==> src/rtl/register_en_clr.sv <==
`default_nettype none
// ============================================================================
//  Module   : register_en_clr
//  Purpose  : Parameterised-width data register with load enable and
//             synchronous clear. The output comes straight from the flops,
//             so there is no combinational path from input to output.
//  Revision : 1.0  initial release
// ============================================================================
module register_en_clr #(
  parameter int unsigned          BITWIDTH  = 32,
  parameter logic [BITWIDTH-1:0]  RESET_VAL = '0
) (
  input  logic                iClk,
  input  logic                iRst,
  input  logic                iEn,
  input  logic                iClr,
  input  logic [BITWIDTH-1:0] iData,
  output logic [BITWIDTH-1:0] oData
);

  // Value the register takes after a clear; distinct from RESET_VAL on purpose.
  localparam logic [BITWIDTH-1:0] c_CLR_VAL = '0;

  logic [BITWIDTH-1:0] data_d;
  logic [BITWIDTH-1:0] data_q;

  // Next-state selection: clear beats load, otherwise hold. Reset is handled
  // in the register itself so it overrides everything, including clear.
  always_comb begin
    data_d = data_q;
    if (iClr) begin
      data_d = c_CLR_VAL;
    end else if (iEn) begin
      data_d = iData;
    end
  end

  // Storage element with synchronous active-high reset.
  always_ff @(posedge iClk) begin
    if (iRst) begin
      data_q <= RESET_VAL;
    end else begin
      data_q <= data_d;
    end
  end

  assign oData = data_q;

endmodule
`default_nettype wire

==> config.mk <==
export PLATFORM = sky130hd
export DESIGN_NAME = register_en_clr
export DESIGN_NICKNAME = d
export VERILOG_FILES = /design/src/rtl/register_en_clr.sv
export SDC_FILE = /design/constraint.sdc
export NUM_CORES = 1
export LEC_CHECK = 0
export CAP_MARGIN = 25
export CORE_MARGIN = 2
export CORE_UTILIZATION = 33
export DETAILED_ROUTE_END_ITERATION = 16
export HOLD_SLACK_MARGIN = 0.06
export PLACE_DENSITY = 0.75
export REMOVE_ABC_BUFFERS = 1
export SYNTH_ARGS = -nofsm -noshare
export SYNTH_HDL_FRONTEND = slang
export SYNTH_SLANG_ARGS = --single-unit
==> constraint.sdc <==
create_clock -name iClk -period 0.8 [get_ports iClk]
set_input_delay 0.16 -clock iClk [delete_from_list [all_inputs] [get_ports iClk]]
set_output_delay 0.16 -clock iClk [all_outputs]
set_load 0.03 [all_outputs]
==> impl_metrics.sql <==
INSERT INTO impl_metrics (metric_group, metric, value, unit) VALUES
('outcome', 'run_status', 'finished with violations', ''),
('outcome', 'failed_checks', 'negative setup slack', ''),
('synthesis', 'adder_cell_share_of_the_synthesized_area', '0', '%'),
('floorplanning', 'die_w', '63.2', 'um'),
('clock_tree', 'cts_htree_levels', '2', ''),
('layout', 'synthToLayoutAreaGrowth', '88.2', '%'),
('layout', 'layout-drive-gt1-share', '50.5', '%'),
('routing', 'detailedRoute.firstIterationViolations', '41', ''),
('setup_path', 'timing_worst_setup_path_type', 'reg -> out', ''),
('grt', 'grt_antenna_before_repair', '0', ''),
('synthesis', 'post_synth_instance_area', '1160', 'um2'),
('placed_design', 'finalWeightedCongestion', '0.671', ''),
('routing', 'drt-pass1-iter-count', '4', ''),
('setup_path', 'worst_path_top_cell_family_by_delay', 'flip-flops', ''),
('synthesis', 'combinational_family_with_the_most_area_after_synthesis', 'multiplexers', ''),
('synthesis', 'synthSimpleGateAreaFrac', '10.9', '%'),
('grt', 'via_count_of_the_first_global_routing_pass', '1096', ''),
('hold_path', 'hp-class', 'in -> reg', ''),
('setup_path', 'slowest_delay', '360', 'ps'),
('floorplanning', 'start_util', '34.4', '%'),
('grt', 'grt_overflow_total', '0', ''),
('sta', 'postLayoutSetupSlackWorst', '-163', 'ps'),
('grt', 'grt_first_pass_wirelength', '5000', 'um'),
('sta', 'setup_tns', '-4520', 'ps'),
('layout', 'layout.cells.most_common_list', '33 x buf_6, 32 x clkdlybuf4s50_1, 32 x dfxtp_2', ''),
('clock_tree', 'ctsHoldBuffers', '0', ''),
('floorplanning', 'floorplan.core_area', '3360', 'um2'),
('synthesis', 'postSynthRegisterBits', '32', ''),
('sta', 'tightestPinTransition', '278', 'ps'),
('setup_path', 'critical_path_required', '640', 'ps'),
('synthesis', 'post_synth_xor_area_fraction', '0', '%'),
('synthesis', 'seq_area_frac_synth', '55.4', '%'),
('layout', 'fin_cells', '228', ''),
('grt', 'grt_util_all_layers', '16.1', '%'),
('setup_path', 'worstPathArrival', '800', 'ps'),
('sta', 'layout_worst_path_cycle_share', '120', '%'),
('setup_path', 'path_buf_inv', '1', ''),
('routing', 'detail_route.vias_per_cell', '4.48', ''),
('clock_tree', 'max-clock-path-buffers', '2', ''),
('clock_tree', 'tritoncts', 'done', ''),
('pwr', 'power-per-cell-area', '1520', 'nW/um2'),
('layout', 'layout.nets', '217', ''),
('synthesis', 'synth_compound_gate_area_share', '0', '%'),
('pwr', 'static-leakage-power', '0.958', 'nW'),
('clock_tree', 'insertion_delay', '310', 'ps'),
('synthesis', 'synthesis.yosys.warnings', '0', ''),
('sta', 'timing.max_slew.rel_slack', '80.9', '%'),
('pwr', 'irDropWorstVdd', '0.000800', 'V'),
('setup_path', 'cp-end-kind', 'primary output', ''),
('routing', 'avgRoutedWirePerCell', '13.4', 'um'),
('sta', 'timing.fmax', '1040', 'MHz'),
('grt', 'met2_routing_resource_usage_after_global_routing', '30.2', '%'),
('sta', 'fin_crit', '963', 'ps'),
('routing', 'route.antenna.remaining_nets', '0', ''),
('sta', 'timing_max_transition_violations_final', '0', ''),
('layout', 'n_antenna_cell', '0', ''),
('setup_path', 'ff2ff_setup_slack', '20', 'ps'),
('layout', 'largest_register_ffs', '32', ''),
('synthesis', 'synth_mux_area_share', '27.7', '%'),
('synthesis', 'netlist_instances', '105', ''),
('sta', 'report.final.hold_viol_count', '0', ''),
('floorplanning', 'rows', '21', ''),
('clock_tree', 'clk_pin_slew_worst_setup_hold_paths', '100', 'ps'),
('layout', 'final_common_cell', 'buf_6', ''),
('setup_path', 'critical-path-slowest-cell', 'dfxtp_2', ''),
('grt', 'gr-max-usage-layer', 'met2', ''),
('setup_path', 'crit_path_cell_trace', 'buf_6', ''),
('sta', 'setup-violations-final', '32', ''),
('placed_design', 'cell_count_post_placement', '213', ''),
('synthesis', 'synth_area_per_cell', '11.0', 'um2'),
('grt', 'groute.layer.met1.usage', '16.8', '%');
==> synth_stat cells <==
master / n / area share [%]
buf_4: 4 / 2.6
nor2_1: 32 / 10
or2_1: 1 / 0.54
dfxtp_1: 32 / 55
buf_6: 3 / 2.9
clkbuf_2: 1 / 0.43
mux2i_1: 32 / 28
==> final timing paths <==
check	startpoint	endpoint	cells after the start
setup reg to reg	oData[28]$_SDFFE_PP0P_	oData[28]$_SDFFE_PP0P_	3
hold reg to reg	oData[30]$_SDFFE_PP0P_	oData[30]$_SDFFE_PP0P_	2
setup / recovery	oData[8]$_SDFFE_PP0P_	oData[8]	1
hold / removal	iEn	oData[14]$_SDFFE_PP0P_	4
==> cells by family after synthesis <==
| logic type | Yosys count |
|---|---|
| simple gates | 33 |
| buf+inv | 8 |
| mux | 32 |
| flops | 32 |
==> what timing repair did <==
action,4_1_cts,5_1_grt
pin swaps,10,0
setup endpoints to repair,64,36
cloned,2,0
buffers inserted,4,1
gates resized for setup,83,5
==> metrics by stage <==
stage / utilization [%] / power [W] / area, um2 / worst slack [ps]
global placement: 53.2 / 0.00227 / 1790 / -349
global route: 64.7 / 0.00349 / 2180 / -208
floorplan: - / 0.00194 / 1090 / -154
CTS: 64.1 / 0.00335 / 2160 / -171
detailed placement: 53.2 / 0.00229 / 1790 / -394
finish: 64.7 / 0.00332 / 2180 / -163
==> layout make-up <==
| cell class | instances | area [um2] |
|---|---|---|
| clock buffers | 8 | 58.8 |
| multi-input cells | 65 | 519 |
| fillers | 278 | 1190 |
| flip-flops and latches | 32 | 681 |
| well taps | 46 | 57.6 |
| repair buffers | 77 | 860 |
==> power breakdown <==
| part | switching (W) | total [W] | internal, W |
|---|---|---|---|
| Combinational | 0.000299 | 0.000702 | 0.000402 |
| Clock | 0.000489 | 0.000923 | 0.000434 |
| Sequential | 0.0000371 | 0.00169 | 0.00165 |
| Total | 0.000826 | 0.00332 | 0.00249 |
==> layer usage <==
layer,vias to the layer above,part of all wire (%)
met4,0,0.82
met1,476,40
met5,-,0
li1,496,-
met3,4,6.7
met2,45,53
Power figures use the tool's default switching activity.
